`config.mk`:
```
export PLATFORM = sky130hd
export DESIGN_NAME = feat_accum_ctrl_flat
export DESIGN_NICKNAME = d
export VERILOG_FILES = /design/src/rtl/feat_accum_ctrl_pkg.sv /design/src/rtl/feat_accum_ctrl_if.sv /design/src/rtl/feat_acc_add.sv /design/src/rtl/feat_accum_ctrl.sv /design/src/flat_wrapper.sv
export SDC_FILE = /design/constraint.sdc
export NUM_CORES = 1
export LEC_CHECK = 0
export CAP_MARGIN = 15
export CORE_MARGIN = 10
export CORE_UTILIZATION = 33
export CTS_CLUSTER_DIAMETER = 50
export DETAILED_ROUTE_END_ITERATION = 16
export PLACE_DENSITY = 0.68
export SLEW_MARGIN = 25
export SYNTH_ARGS = -nofsm -noshare
export SYNTH_HDL_FRONTEND = slang
export SYNTH_SLANG_ARGS = --single-unit
export TNS_END_PERCENT = 10
```
`constraint.sdc`:
```
create_clock -name clk -period 4.1 [get_ports clk]
set_input_delay 0.41 -clock clk [delete_from_list [all_inputs] [get_ports clk]]
set_output_delay 0.41 -clock clk [all_outputs]
set_load 0.05 [all_outputs]
```
`src/rtl/feat_accum_ctrl_pkg.sv`:
```
// Shared types and constants for the feature accumulation controller.
// Saturation limits are used only when FEAT_ACC_SAT_EN is defined.
package feat_accum_ctrl_pkg;

    localparam int DWIDTH_DEF = 16;
    localparam int FACCUM_DEF = 10;

    typedef enum logic [1:0] {
        ST_IDLE  = 2'd0,
        ST_ACCUM = 2'd1,
        ST_FLUSH = 2'd2,
        ST_DRAIN = 2'd3
    } state_t;

    function automatic longint sat_pos(input int width);
        return (longint'(1) <<< (width - 1)) - longint'(1);
    endfunction

    function automatic longint sat_neg(input int width);
        return -(longint'(1) <<< (width - 1));
    endfunction

endpackage

```
`src/rtl/feat_accum_ctrl_if.sv`:
```
// Partial-sum input stream and drained-feature output stream.
interface feat_accum_ctrl_if
    import feat_accum_ctrl_pkg::*;
#(
    parameter int DWIDTH = DWIDTH_DEF
);
    logic              in_valid;
    logic [DWIDTH-1:0] in_data;
    logic              in_ready;
    logic              out_valid;
    logic [DWIDTH-1:0] out_data;
    logic              out_last;
    logic              out_ready;

    modport master (
        output in_valid, in_data, out_ready,
        input  in_ready, out_valid, out_data, out_last
    );

    modport slave (
        input  in_valid, in_data, out_ready,
        output in_ready, out_valid, out_data, out_last
    );
endinterface

```
`src/rtl/feat_acc_add.sv`:
```
// Signed feature adder, one guard bit wide; clamps on overflow when
// FEAT_ACC_SAT_EN is defined, otherwise wraps in two's complement.
module feat_acc_add
    import feat_accum_ctrl_pkg::*;
#(
    parameter int DWIDTH = DWIDTH_DEF
) (
    input  logic signed [DWIDTH-1:0] a,
    input  logic signed [DWIDTH-1:0] b,
    output logic signed [DWIDTH-1:0] sum,
    output logic                     sat
);

`ifdef FEAT_ACC_SAT_EN
    localparam logic signed [DWIDTH-1:0] POS_LIMIT = DWIDTH'(sat_pos(DWIDTH));
    localparam logic signed [DWIDTH-1:0] NEG_LIMIT = DWIDTH'(sat_neg(DWIDTH));

    logic signed [DWIDTH:0] wide;

    always_comb begin
        wide = {a[DWIDTH-1], a} + {b[DWIDTH-1], b};
        sum  = wide[DWIDTH-1:0];
        sat  = 1'b0;
        // Guard bit disagreeing with the sign bit means the true sum left the range
        if (wide[DWIDTH] != wide[DWIDTH-1]) begin
            sat = 1'b1;
            sum = wide[DWIDTH] ? NEG_LIMIT : POS_LIMIT;
        end
    end
`else
    // Dropping the guard bit of the widened sum is exactly a wrapping add
    assign sum = a + b;
    assign sat = 1'b0;
`endif

endmodule

```
`src/rtl/feat_accum_ctrl.sv`:
```
// Multi-pass feature accumulator: sums pass_num passes of feat_size words
// into external SRAM, then drains the result. Saturation: FEAT_ACC_SAT_EN.
module feat_accum_ctrl
    import feat_accum_ctrl_pkg::*;
#(
    parameter int DWIDTH = DWIDTH_DEF,
    parameter int FACCUM = FACCUM_DEF
) (
    input  logic              clk,
    input  logic              rst,
    input  logic              start,
    input  logic [FACCUM:0]   feat_size,
    input  logic [7:0]        pass_num,
    feat_accum_ctrl_if.slave  bus,
    output logic              done,
    output logic              sat_flag,
    output logic              mem_we1,
    output logic [FACCUM-1:0] mem_addr1,
    output logic [DWIDTH-1:0] write_data1,
    input  logic [DWIDTH-1:0] read_data1,
    input  logic [DWIDTH-1:0] read_data2,
    output logic [FACCUM-1:0] mem_addr2
);

    localparam logic [FACCUM-1:0] PTR_ONE  = 1;
    localparam logic [FACCUM:0]   SIZE_ONE = 1;

    state_t state_reg, state_next;

    logic [FACCUM:0]   size_reg;
    logic [7:0]        pass_total_reg;
    logic [FACCUM-1:0] word_reg;
    logic [7:0]        pass_reg;
    logic              acc_valid_reg;
    logic [FACCUM-1:0] acc_addr_reg;
    logic [DWIDTH-1:0] acc_data_reg;
    logic              acc_first_reg;
    logic              fwd_valid_reg;
    logic [DWIDTH-1:0] fwd_data_reg;
    logic [FACCUM-1:0] rd_ptr_reg;
    logic              out_valid_reg;
    logic              sat_reg;

    logic              accept;
    logic              out_hs;
    logic              start_ok;
    logic [FACCUM:0]   size_m1;
    logic              word_last;
    logic              pass_last;
    logic              drain_last;
    logic [DWIDTH-1:0] add_a;
    logic [DWIDTH-1:0] add_sum;
    logic              add_sat;

    assign size_m1    = size_reg - SIZE_ONE;
    assign word_last  = ({1'b0, word_reg} == size_m1);
    assign pass_last  = (pass_reg == pass_total_reg - 8'd1);
    assign drain_last = ({1'b0, rd_ptr_reg} == size_m1);
    assign start_ok   = start && (feat_size != '0) && (pass_num != '0);

    assign bus.in_ready  = (state_reg == ST_ACCUM);
    assign bus.out_valid = out_valid_reg;
    assign bus.out_data  = read_data1;
    assign bus.out_last  = out_valid_reg && drain_last;
    assign accept        = bus.in_valid && bus.in_ready;
    assign out_hs        = bus.out_valid && bus.out_ready;
    assign done          = out_hs && bus.out_last;
    assign sat_flag      = sat_reg;

    // Write lags acceptance by one cycle; drain look-ahead keeps one word per cycle
    assign mem_we1   = acc_valid_reg;
    assign mem_addr2 = word_reg;
    assign mem_addr1 = (state_reg == ST_DRAIN)
                     ? (out_hs ? rd_ptr_reg + PTR_ONE : rd_ptr_reg)
                     : acc_addr_reg;

    // A read issued while the same word was being written returns stale data,
    // so the value just written is forwarded in its place
    assign add_a = acc_first_reg ? '0
                 : (fwd_valid_reg ? fwd_data_reg : read_data2);

    feat_acc_add #(
        .DWIDTH (DWIDTH)
    ) u_add (
        .a   (add_a),
        .b   (acc_data_reg),
        .sum (add_sum),
        .sat (add_sat)
    );

    assign write_data1 = add_sum;

    always_ff @(posedge clk or posedge rst) begin
        if (rst) begin
            state_reg <= ST_IDLE;
        end else begin
            state_reg <= state_next;
        end
    end

    always_comb begin
        state_next = state_reg;
        case (state_reg)
            ST_IDLE:  if (start_ok) state_next = ST_ACCUM;
            ST_ACCUM: if (accept && word_last && pass_last) state_next = ST_FLUSH;
            ST_FLUSH: state_next = ST_DRAIN;
            ST_DRAIN: if (done) state_next = ST_IDLE;
            default:  state_next = ST_IDLE;
        endcase
    end

    always_ff @(posedge clk or posedge rst) begin
        if (rst) begin
            size_reg       <= '0;
            pass_total_reg <= '0;
            word_reg       <= '0;
            pass_reg       <= '0;
            acc_valid_reg  <= 1'b0;
            acc_addr_reg   <= '0;
            acc_data_reg   <= '0;
            acc_first_reg  <= 1'b0;
            fwd_valid_reg  <= 1'b0;
            fwd_data_reg   <= '0;
            rd_ptr_reg     <= '0;
            out_valid_reg  <= 1'b0;
            sat_reg        <= 1'b0;
        end else begin
            acc_valid_reg <= accept;
            fwd_valid_reg <= mem_we1 && accept && (mem_addr1 == mem_addr2);
            fwd_data_reg  <= write_data1;

            if (mem_we1 && add_sat) begin
                sat_reg <= 1'b1;
            end

            if (accept) begin
                acc_addr_reg  <= word_reg;
                acc_data_reg  <= bus.in_data;
                acc_first_reg <= (pass_reg == 8'd0);
                if (word_last) begin
                    word_reg <= '0;
                    pass_reg <= pass_reg + 8'd1;
                end else begin
                    word_reg <= word_reg + PTR_ONE;
                end
            end

            case (state_reg)
                ST_IDLE: begin
                    out_valid_reg <= 1'b0;
                    if (start_ok) begin
                        size_reg       <= feat_size;
                        pass_total_reg <= pass_num;
                        word_reg       <= '0;
                        pass_reg       <= '0;
                        sat_reg        <= 1'b0;
                    end
                end
                ST_FLUSH: begin
                    rd_ptr_reg    <= '0;
                    out_valid_reg <= 1'b0;
                end
                ST_DRAIN: begin
                    out_valid_reg <= !done;
                    if (out_hs) begin
                        rd_ptr_reg <= rd_ptr_reg + PTR_ONE;
                    end
                end
                default: out_valid_reg <= 1'b0;
            endcase
        end
    end

endmodule

```
`src/flat_wrapper.sv`:
```
// flat-port wrapper written by rule: the top's interface ports become plain ports
module feat_accum_ctrl_flat import feat_accum_ctrl_pkg::*;
#(
    parameter int DWIDTH = DWIDTH_DEF,
    parameter int FACCUM = FACCUM_DEF
)
  (clk, rst, start, feat_size, pass_num, done, sat_flag, mem_we1, mem_addr1, write_data1, read_data1, read_data2, mem_addr2, bus_in_valid, bus_in_data, bus_out_ready, bus_in_ready, bus_out_valid, bus_out_data, bus_out_last);
  feat_accum_ctrl_if #(.DWIDTH(DWIDTH)) bus_i ();
  input  logic clk;
  input  logic rst;
  input  logic start;
  input  logic [FACCUM:0] feat_size;
  input  logic [7:0] pass_num;
  output logic done;
  output logic sat_flag;
  output logic mem_we1;
  output logic [FACCUM-1:0] mem_addr1;
  output logic [DWIDTH-1:0] write_data1;
  input  logic [DWIDTH-1:0] read_data1;
  input  logic [DWIDTH-1:0] read_data2;
  output logic [FACCUM-1:0] mem_addr2;
  input wire logic [$bits(bus_i.in_valid)-1:0] bus_in_valid;
  input wire logic [$bits(bus_i.in_data)-1:0] bus_in_data;
  input wire logic [$bits(bus_i.out_ready)-1:0] bus_out_ready;
  output wire logic [$bits(bus_i.in_ready)-1:0] bus_in_ready;
  output wire logic [$bits(bus_i.out_valid)-1:0] bus_out_valid;
  output wire logic [$bits(bus_i.out_data)-1:0] bus_out_data;
  output wire logic [$bits(bus_i.out_last)-1:0] bus_out_last;
  assign bus_i.in_valid = bus_in_valid;
  assign bus_i.in_data = bus_in_data;
  assign bus_i.out_ready = bus_out_ready;
  assign bus_in_ready = bus_i.in_ready;
  assign bus_out_valid = bus_i.out_valid;
  assign bus_out_data = bus_i.out_data;
  assign bus_out_last = bus_i.out_last;
  feat_accum_ctrl #(.DWIDTH(DWIDTH), .FACCUM(FACCUM)) u_core (.clk(clk), .rst(rst), .start(start), .feat_size(feat_size), .pass_num(pass_num), .bus(bus_i), .done(done), .sat_flag(sat_flag), .mem_we1(mem_we1), .mem_addr1(mem_addr1), .write_data1(write_data1), .read_data1(read_data1), .read_data2(read_data2), .mem_addr2(mem_addr2));
endmodule
```
==> out/metrics.cfg <==
[worst_setup_path]
required_ns = 3.69
start_kind = register
cp.arrival_ns = 3.41
worstPathMaxFanout = 8
worst_setup_path_end_kind = primary output
crit_type = reg -> out

[clock_tree]
cts_tree = done
cts_buffers = 9
cts_hold_buf = 0
clk_root_buffer_cell = clkbuf_16
worstSkewPairLatency_ns = 0.37
ctsHtreeMaxLevel = 3
clk_pin_slew_ns = 0.07
cts_resized = 0
clk_path_buf_depth = 2
cts_setup_buffers = 0
clock-sinks = 95

[floorplanning]
die-area_sq_um = 24600
fp-row-count = 50
ios = 130
core_sq_um = 18600
dieHeight_um = 157
die_x_um = 157
start_util_pct = 33.3

[job]
maxCapViolCount = 0

[placement]
routabilityCongestion = 0.821
port-buffer-count = 96
dp_cells = 1005
dp_hpwl_um = 12100

[global_routing]
antenna_found_initial = 0
grt_max_degree = 62
grt-ovfl-total = 0
grt_pass1_wl_um = 26100
grt_pass1_vias = 5039
gr-usage-all-layers_pct = 13.2

[sta]
hold_viol_final = 0
fin_crit_ns = 3.82
setup_viol = 0
setup_tns_ns = 0
clock.fmax_ghz = 0.262
period_share_pct = 93.1
relSlewSlack_pct = 30.5
fin_skew_ns = 0.0150
worstMarginPinSlew_ns = 1.04
final_max_slew_viol_count = 0
rsz0062_at_grt = false

[final_layout]
mostFrequentLayoutCells = nand2_1, dfrtp_1, clkdlybuf4s50_1
nNetsFinal = 881
finalNonFillerCells = 1021
n_fill_cell = 1849
final_common_cell = nand2_1
diodes = 0
area_delta_synth_final_pct = 23.0
drive_gt1_share_pct = 7.37

[yosys]
ys_warn_count = 0
yosysTopAreaCell = dfrtp_1
ys_ff_latch = 95
synthTopCellsByArea = dfrtp_1, nand2_1, xnor2_1
async_flop_share_pct = 100
synth_cell_type_count = 71
syn_avg_cell_area_sq_um = 8.53
syn_area_sq_um = 6190
ys.flop_type = dfrtp_1
synth_seq_area_share_pct = 38.4
syn_inst = 726
yosysTopAreaCellShare_pct = 38.4
synth_edf_count = 0
synth_nets = 825

[pwr]
p_per_area_nw_per_um2 = 396
ir_drop_v = 0.000253
p_int_mw = 1.89
power.switching_mw = 1.12
seqPwrFrac_pct = 38.5
sw_frac_of_total_pct = 37.3
clock_power_share_pct = 27.4
p_comb_share_pct = 34.1
power.leakage_nw = 3.39

[routing]
routed_via_density = 4.99
wl_per_cell_um = 15.8
drc = 0
drtAntennaViolNets = 0
drt-initial-drc-count = 301
vias = 5095
first_pass_iters = 4
routed_wl_um = 16100

[status]
outcome = complete, no violations

[hold_path]
min_path_type = reg -> reg

## cell type report
type	count	area [sq um]	area share, %
Clock buffer	10	239	3.14
Inverter	32	123	1.61
Timing Repair Buffer	108	1140	14.9
Multi-Input combinational cell	536	3400	44.7
Tap cell	234	293	3.84
Sequential cell	95	2380	31.2
Clock inverter	6	42.5	0.559
## cell usage after synthesis (3+ instances only)
library cell,instances
nand2_1,148
dfrtp_1,95
nor2_1,63
xnor2_1,50
clkbuf_1,39
inv_1,31
o21ai_0,28
xor2_1,28
ha_1,26
a21oi_1,23
mux2i_1,18
buf_4,17
nor3_1,15
nand4_1,14
nand3_1,12
nor4_1,12
o31ai_1,8
a21o_1,7
nand2b_1,4
nand3b_1,4
nor2b_1,4
or4_1,4
a211o_1,3
a31oi_1,3
and3_1,3
buf_1,3
nor4b_1,3
## final timing paths
path                                                    start                                 end  slack, ns  cells past startpoint
setup reg to reg               u_core.size_reg[3]$_DFFE_PP0P_     u_core.state_reg[1]$_DFFE_PP0P_       1.05                      8
hold reg to reg            u_core.acc_data_reg[2]$_DFFE_PP0P_  u_core.acc_data_reg[2]$_DFFE_PP0P_       0.49                      2
setup / recovery               u_core.size_reg[0]$_DFFE_PP0P_                        bus_out_last       0.28                     10
hold / removal             u_core.acc_data_reg[2]$_DFFE_PP0P_  u_core.acc_data_reg[2]$_DFFE_PP0P_       0.49                      2
max in group asynchronous                                 rst    u_core.rd_ptr_reg[1]$_DFFE_PP0P_       2.77                      3
min in group asynchronous                                 rst  u_core.acc_data_reg[3]$_DFFE_PP0P_       0.54                      2
## worst max-delay path, cell delays in order (launching register included)
cell	delay, ns
dfrtp_1	0.46
inv_1	0.11
ha_1	0.22
nand2b_1	0.09
buf_4	0.17
o211a_1	0.21
o31ai_1	0.27
o311a_1	0.21
o2111ai_1	0.13
nor3_1	0.30
clkdlybuf4s50_1	0.87
## power groups by stage
stage	clock [mW]	combinational, mW	sequential, mW
2_1_floorplan	0	0.646	1.20
3_3_place_gp	0	1.02	1.17
3_5_place_dp	0	1.03	1.17
4_1_cts	0.849	1.03	1.16
5_1_grt	0.885	1.11	1.18
6_report	0.826	1.03	1.16
## per-stage QoR
step	utilization [%]	power [mW]	cell area, sq um	setup slack (ns)	hold slack, ns
final	41.0	3.01	7610	0.282	0.494
after global placement	39.3	2.19	7300	0.403	0.464
after floorplan	-	1.85	6190	0.212	0.447
after global routing	41.0	3.17	7610	0.0318	0.509
after CTS	40.8	3.04	7590	0.0573	0.488
after detailed placement	39.3	2.20	7300	0.281	0.470
## cell families after synthesis
group	count (synthesis)	synth area share, %
mux	19	3.09
fa+ha+maj	27	5.58
other cells	1	0.0606
compound gates	102	10.9
simple gates	307	23.2
buf+inv	95	7.07
flops	95	38.4
xor+xnor	80	11.8
## routing by layer
metal / GRT usage (%) / share of wire, %
met1: 17.8 / 48
met2: 20.5 / 45
met4: 4.00 / 1.2
met5: 0 / 0
met3: 3.28 / 5.3
No activity file was read; power rests on OpenSTA's default activity.
